$ cat src/rtl/pipe_adder_if.sv
// Operand/result handshake bundle for pipe_adder.
// Ovf is present only when PIPE_ADDER_OVF_EN is defined.
interface pipe_adder_if #(
    parameter int WIDTH = 32
);
    logic             In_valid;
    logic             In_ready;
    logic [WIDTH-1:0] A;
    logic [WIDTH-1:0] B;
    logic             Cin;
    logic             Sub;
    logic             Out_valid;
    logic             Out_ready;
    logic [WIDTH-1:0] Sum;
    logic             Cout;
`ifdef PIPE_ADDER_OVF_EN
    logic             Ovf;
`endif

    modport master (
        output In_valid, A, B, Cin, Sub, Out_ready,
        input  In_ready, Out_valid, Sum, Cout
`ifdef PIPE_ADDER_OVF_EN
        , input Ovf
`endif
    );

    modport slave (
        input  In_valid, A, B, Cin, Sub, Out_ready,
        output In_ready, Out_valid, Sum, Cout
`ifdef PIPE_ADDER_OVF_EN
        , output Ovf
`endif
    );
endinterface

$ cat src/rtl/pipe_adder.sv
// Chunked ripple-pipelined adder/subtractor with valid/ready flow control.
// Define PIPE_ADDER_OVF_EN to add the registered signed-overflow output Ovf.
module pipe_adder #(
    parameter int WIDTH  = 32,
    parameter int STAGES = 4
) (
    input  logic        Clk,
    input  logic        Rst,
    pipe_adder_if.slave bus
);
    localparam int CW = WIDTH / STAGES;

    if (STAGES < 1 || WIDTH % STAGES != 0) begin : g_bad_split
        $error("pipe_adder: WIDTH (%0d) must split evenly into STAGES (%0d)", WIDTH, STAGES);
    end
    if (WIDTH < 4 || WIDTH > 64) begin : g_bad_width
        $error("pipe_adder: WIDTH (%0d) out of range 4..64", WIDTH);
    end

    logic              advance;
    logic [STAGES:1]   vld_pipe_q;

    // The whole pipe moves as one; a stalled output freezes every stage.
    assign advance      = !vld_pipe_q[STAGES] || bus.Out_ready;
    assign bus.In_ready = advance;

    always_ff @(posedge Clk or posedge Rst) begin
        if (Rst) begin
            vld_pipe_q <= '0;
        end else if (advance) begin
            vld_pipe_q[1] <= bus.In_valid;
            for (int k = 2; k <= STAGES; k++) vld_pipe_q[k] <= vld_pipe_q[k-1];
        end
    end

    // Stage k adds chunk k; remaining operand chunks ride ahead, finished
    // sum chunks accumulate behind, so only live bits are registered.
    for (genvar k = 0; k < STAGES; k++) begin : g_stg
        localparam int REM = WIDTH - k * CW;

        logic [REM-1:0]        a_in;
        logic [REM-1:0]        b_in;
        logic                  c_in;
        logic [CW:0]           add_w;
        logic [(k+1)*CW-1:0]   s_d;
        logic [(k+1)*CW-1:0]   s_q;
        logic                  c_q;

        assign add_w = {1'b0, a_in[CW-1:0]} + {1'b0, b_in[CW-1:0]} + {{CW{1'b0}}, c_in};

        if (k == 0) begin : g_first
            assign a_in = bus.A;
            assign b_in = bus.B ^ {WIDTH{bus.Sub}};
            assign c_in = bus.Cin ^ bus.Sub;
            assign s_d  = add_w[CW-1:0];
        end else begin : g_next
            assign a_in = g_stg[k-1].g_ops.a_q;
            assign b_in = g_stg[k-1].g_ops.b_q;
            assign c_in = g_stg[k-1].c_q;
            assign s_d  = {add_w[CW-1:0], g_stg[k-1].s_q};
        end

        always_ff @(posedge Clk or posedge Rst) begin
            if (Rst) begin
                s_q <= '0;
                c_q <= 1'b0;
            end else if (advance) begin
                s_q <= s_d;
                c_q <= add_w[CW];
            end
        end

        if (k < STAGES - 1) begin : g_ops
            logic [REM-CW-1:0] a_q;
            logic [REM-CW-1:0] b_q;

            always_ff @(posedge Clk or posedge Rst) begin
                if (Rst) begin
                    a_q <= '0;
                    b_q <= '0;
                end else if (advance) begin
                    a_q <= a_in[REM-1:CW];
                    b_q <= b_in[REM-1:CW];
                end
            end
        end
    end

    assign bus.Out_valid = vld_pipe_q[STAGES];
    assign bus.Sum       = g_stg[STAGES-1].s_q;
    assign bus.Cout      = g_stg[STAGES-1].c_q;

`ifdef PIPE_ADDER_OVF_EN
    logic ovf_d;
    logic ovf_q;

    // Carry into the MSB is recovered from the MSB's sum bit and its operands.
    assign ovf_d = g_stg[STAGES-1].add_w[CW-1] ^ g_stg[STAGES-1].a_in[CW-1]
                 ^ g_stg[STAGES-1].b_in[CW-1]  ^ g_stg[STAGES-1].add_w[CW];

    always_ff @(posedge Clk or posedge Rst) begin
        if (Rst)          ovf_q <= 1'b0;
        else if (advance) ovf_q <= ovf_d;
    end

    assign bus.Ovf = ovf_q;
`endif
endmodule
$ cat src/flat_wrapper.sv
// flat-port wrapper written by rule: the top's interface ports become plain ports
module pipe_adder_flat 
#(
    parameter int WIDTH  = 32,
    parameter int STAGES = 4
)
  (Clk, Rst, bus_In_valid, bus_A, bus_B, bus_Cin, bus_Sub, bus_Out_ready, bus_In_ready, bus_Out_valid, bus_Sum, bus_Cout);
  pipe_adder_if #(.WIDTH(WIDTH)) bus_i ();
  input  logic Clk;
  input  logic Rst;
  input wire logic [$bits(bus_i.In_valid)-1:0] bus_In_valid;
  input wire logic [$bits(bus_i.A)-1:0] bus_A;
  input wire logic [$bits(bus_i.B)-1:0] bus_B;
  input wire logic [$bits(bus_i.Cin)-1:0] bus_Cin;
  input wire logic [$bits(bus_i.Sub)-1:0] bus_Sub;
  input wire logic [$bits(bus_i.Out_ready)-1:0] bus_Out_ready;
  output wire logic [$bits(bus_i.In_ready)-1:0] bus_In_ready;
  output wire logic [$bits(bus_i.Out_valid)-1:0] bus_Out_valid;
  output wire logic [$bits(bus_i.Sum)-1:0] bus_Sum;
  output wire logic [$bits(bus_i.Cout)-1:0] bus_Cout;
  assign bus_i.In_valid = bus_In_valid;
  assign bus_i.A = bus_A;
  assign bus_i.B = bus_B;
  assign bus_i.Cin = bus_Cin;
  assign bus_i.Sub = bus_Sub;
  assign bus_i.Out_ready = bus_Out_ready;
  assign bus_In_ready = bus_i.In_ready;
  assign bus_Out_valid = bus_i.Out_valid;
  assign bus_Sum = bus_i.Sum;
  assign bus_Cout = bus_i.Cout;
  pipe_adder #(.WIDTH(WIDTH), .STAGES(STAGES)) u_core (.Clk(Clk), .Rst(Rst), .bus(bus_i));
endmodule
$ cat config.mk
export PLATFORM = sky130hd
export DESIGN_NAME = pipe_adder_flat
export DESIGN_NICKNAME = d
export VERILOG_FILES = /design/src/rtl/pipe_adder_if.sv /design/src/rtl/pipe_adder.sv /design/src/flat_wrapper.sv
export SDC_FILE = /design/constraint.sdc
export NUM_CORES = 1
export LEC_CHECK = 0
export CORE_MARGIN = 2
export CORE_UTILIZATION = 55
export CTS_CLUSTER_SIZE = 24
export DETAILED_ROUTE_END_ITERATION = 8
export HOLD_SLACK_MARGIN = 0.1
export PLACE_DENSITY_LB_ADDON = 0.3
export SLEW_MARGIN = 20
export SYNTH_ARGS = -nofsm -noshare
export SYNTH_HDL_FRONTEND = slang
export SYNTH_SLANG_ARGS = --single-unit
$ cat constraint.sdc
create_clock -name Clk -period 15 [get_ports Clk]
set_input_delay 3 -clock Clk [delete_from_list [all_inputs] [get_ports Clk]]
set_output_delay 3 -clock Clk [all_outputs]
set_load 0.02 [all_outputs]
# Word level (Yosys, flattened, before mapping)
# Cells that the tools add are included.
classes:
  n_addsub: 8
  bitwise: 2
  reduce_logical: 2
op_table:
  columns: ["cell", "n"]
  rows:
  - ["$add 8x8->9", 4]
  - ["$add 9x1->9", 4]
  - ["$xor 32x32->32", 1]
  - ["$logic_not 1->1", 1]
  - ["$logic_or 1x1->1", 1]
  - ["$xor 1x1->1", 1]
totals:
  register_bits: 184
  input_bits: 70
  output_inout_bits: 35
  wordCells: 27

# Depth between registers and ports, before layout
depth:
  word_depth: 3
  depth_mapped: 10
  mapped_depth_nobuf: 8

# Worst setup path after synthesis
# OpenSTA, ideal clock, no wires.
synth_path:
  path_type: "input-to-output"
  start: "input port bus_Out_ready"
  end: "output port bus_In_ready"
  t_arrival_ns: 3.635
  required_ns: 12.000
  path_slack_ns: 8.365
  stages: 5
  path_buffers: 3
  cell_sequence: "nor2b_4 buf_6 inv_2 buf_2 buf_2"
synth_via:
  elab_chain_cells: 1
synth_rtl:
  columns: ["element", "line_no", "rtl"]
  rows:
  - ["from (decl)", "flat_wrapper.sv:16", "input wire logic [$bits(bus_i.Out_ready)-1:0] bus_Out_ready;"]
  - ["$logic_or 1x1->1", "pipe_adder.sv:24", "assign advance = !vld_pipe_q[STAGES] || bus.Out_ready;"]
  - ["to (decl)", "flat_wrapper.sv:17", "output wire logic [$bits(bus_i.In_ready)-1:0] bus_In_ready;"]
# No other way between the ends.

# Worst setup path after layout
# Ends and elaborated chain as after synthesis.

==> qor.yml <==
start_util_pct: 56.3
clockPowerShare_pct: 20.3
synthToLayoutAreaGrowth_pct: 20.0
io_pins: 105
dp_slack_ns: 7.24
h-tree-depth: 4
rr_worst_depth: 6
fin_ws_ns: 7.24
cp.required_ns: 12.00
ys.flop_type: "dfrtp_1"
root_buffer: "clkbuf_16"
synth-edff-count: 0
final.period_utilization_pct: 51.8
cts_tree: "yes"
cts_buffers: 17
wl_per_cell_um: 13.5
clk_latency_ns: 0.43
grt_use_total_pct: 21.4
tightest_slew_ns: 0.998
die_w_um: 129
final_max_slew_viol_count: 0
rows: 45
synthCells: 931
powerDensity_nw_per_um2: 211
power.switching_mw: 0.811
min_period_ns: 7.76
ys_seq_elements: 184
dp_hpwl_um: 10800
clk_pin_slew_ns: 0.06
arrival_ns: 4.76
end_kind: "output pin"
finalHoldViolations: 0
avgSynthCellArea_sq_um: 9.23
maxCapViolations: 0
crit_path_max_fanout: 67
gr-total-overflow: 0
cts_resized: 0
grt_max_degree: 246
viasPerCell: 5.16
setup_viol: 0
gp_congestion: 0.837
hold-path-cell-count: 2
synth_cell_types: 43
yosys_warnings: 0
start_kind: "primary input"
cellLeakagePower_nw: 4.96
die_y_um: 129
top_layer: "met4"
clkSinkCount: 184
mostFrequentLayoutCells: "430 x nand2_1, 184 x dfrtp_1, 103 x clkdlybuf4s50_1, 34 x o21ai_1, 28 x ha_1"
wl_um: 16600
coreArea_sq_um: 15300
synth_nets: 1037
ir_drop_mv: 0.107
clockBufferDepth: 2
wl_met2_um: 7910
dr_total_vias: 6370
wl_met3_um: 541
hold_path.class: "flip-flop to flip-flop"
dieArea_sq_um: 16600
drtPass1Iterations: 5
rsz0062_at_grt: "no"
clock_skew_ns: 0.00778
antenna_left: 0
tns_ns: 0
seqPwrFrac_pct: 39.2
p_int_mw: 1.36
layout_commonest_cell: "nand2_1"
outcome: "finished clean"
synth_area_leaders: "dfrtp_1 54%, nand2_1 19%, ha_1 4.1%, xnor2_1 2.8%, o21ai_1 2.0%"
combPwrFrac_pct: 40.5
postCtsSetupRepairBufs: 0
max-slew-margin-rel_pct: 33.5
drtIter0Drc: 511
postCtsHoldBufs: 0
nNetsFinal: 1118
drc: 0
grt_pass1_wl_um: 28300
grt_pass1_vias: 5969
path_class: "primary input to output pin"
antennaDiodeCount: 0
synth_top_cell_area_share_pct: 53.6
seq_area_frac_synth_pct: 53.6
drt-met1-wl_um: 7980
clock.fmax_mhz: 129
portBuffers: 104
drive_gt1_share_pct: 4.20
yosysTopAreaCell: "dfrtp_1"
synthArstFlopShare_pct: 100
mappedNetlistArea_sq_um: 8590
antenna_found_initial: 0
netSwitchingFraction_pct: 37.3
cell families after synthesis:
group / Yosys count / synth area share, %
AO/OA/AOI/OAI: 121 / 9.16
XOR/XNOR: 37 / 3.77
adder cells (fa/ha/maj): 36 / 5.94
buffers and inverters: 53 / 3.01
flip-flops: 184 / 53.6
multiplexers: 7 / 0.815
AND/OR/NAND/NOR: 493 / 23.7
power groups by stage:
stage | logic [mW] | clock network (mW) | registers, mW
global placement | 0.854 | 0 | 0.851
CTS | 0.888 | 0.448 | 0.853
detailed placement | 0.880 | 0 | 0.858
global route | 0.997 | 0.469 | 0.879
floorplan | 0.598 | 0 | 0.877
finish | 0.881 | 0.441 | 0.854
sequential cells by signal, summed over array words and instances (netlist names):
name and count:
u_core.g_stg.c_q 3, u_core.vld_pipe_q 4, u_core.bus.Cout 1, u_core.g_stg.g_ops.a_q 48
u_core.g_stg.s_q 48, u_core.g_stg.g_ops.b_q 48, u_core.bus.Sum 32
metal layers:
| layer | track usage, % | vias up |
|---|---|---|
| met4 | 5.95 | 0 |
| met2 | 33.0 | 123 |
| met1 | 31.2 | 3019 |
| li1 | - | 3212 |
| met3 | 4.49 | 16 |
| met5 | 0 | - |
metrics by stage:
stage,total power [mW],area (sq um),util [%],instances,hold WS (ns)
2_1_floorplan,1.48,8590,-,931,0.430
3_3_place_gp,1.70,9710,63.7,1204,0.446
3_5_place_dp,1.74,9710,63.7,1204,0.452
4_1_cts,2.19,10300,67.5,1235,0.468
5_1_grt,2.34,10300,67.6,1235,0.481
6_report,2.18,10300,67.6,1235,0.463
synth_stat cells (4+ instances only):
master    number
nand2_1      430
dfrtp_1      184
o21ai_1       34
ha_1          28
buf_2         27
xnor2_1       27
nor3b_1       21
o21ai_0       17
a211oi_1      16
clkbuf_1      13
nor3_1        11
xor2_1        10
a21oi_1        9
a21o_1         8
fa_1           8
mux2i_1        7
o21a_1         7
o21bai_1       7
nand3_1        6
o31ai_1        6
inv_1          5
nand2b_1       5
nor2_1         5
o31a_1         5
or4b_1         4
critical path: stages:
cell and delay [ns]:
clkdlybuf4s50_1 0.50, nor2b_4 0.06, inv_4 0.45, clkdlybuf4s50_1 0.72
path summary, 6_finish.rpt:
check                                startpoint                            to  slack (ns)
min                           u_core.bus.Sum[9]             u_core.bus.Sum[9]        0.46
max reg2reg                u_core.vld_pipe_q[4]           u_core.g_stg[2].c_q       12.59
min in group asynchronous                   Rst  u_core.g_stg[0].g_ops.b_q[1]        2.92
min reg2reg                   u_core.bus.Sum[9]             u_core.bus.Sum[9]        0.46
max                               bus_Out_ready                  bus_In_ready        7.24
max in group asynchronous                   Rst  u_core.g_stg[2].g_ops.a_q[1]       10.36
final cells by class:
| cell class | count | area (sq um) |
|---|---|---|
| inverter | 6 | 30.0 |
| timing repair buffer | 109 | 1090 |
| clock buffer | 20 | 467 |
| tap | 211 | 264 |
| fill | 1206 | 4950 |
| sequential | 184 | 4600 |
| multi-input combinational | 694 | 3730 |
| clock inverter | 11 | 124 |
Power figures use the tool's default switching activity.
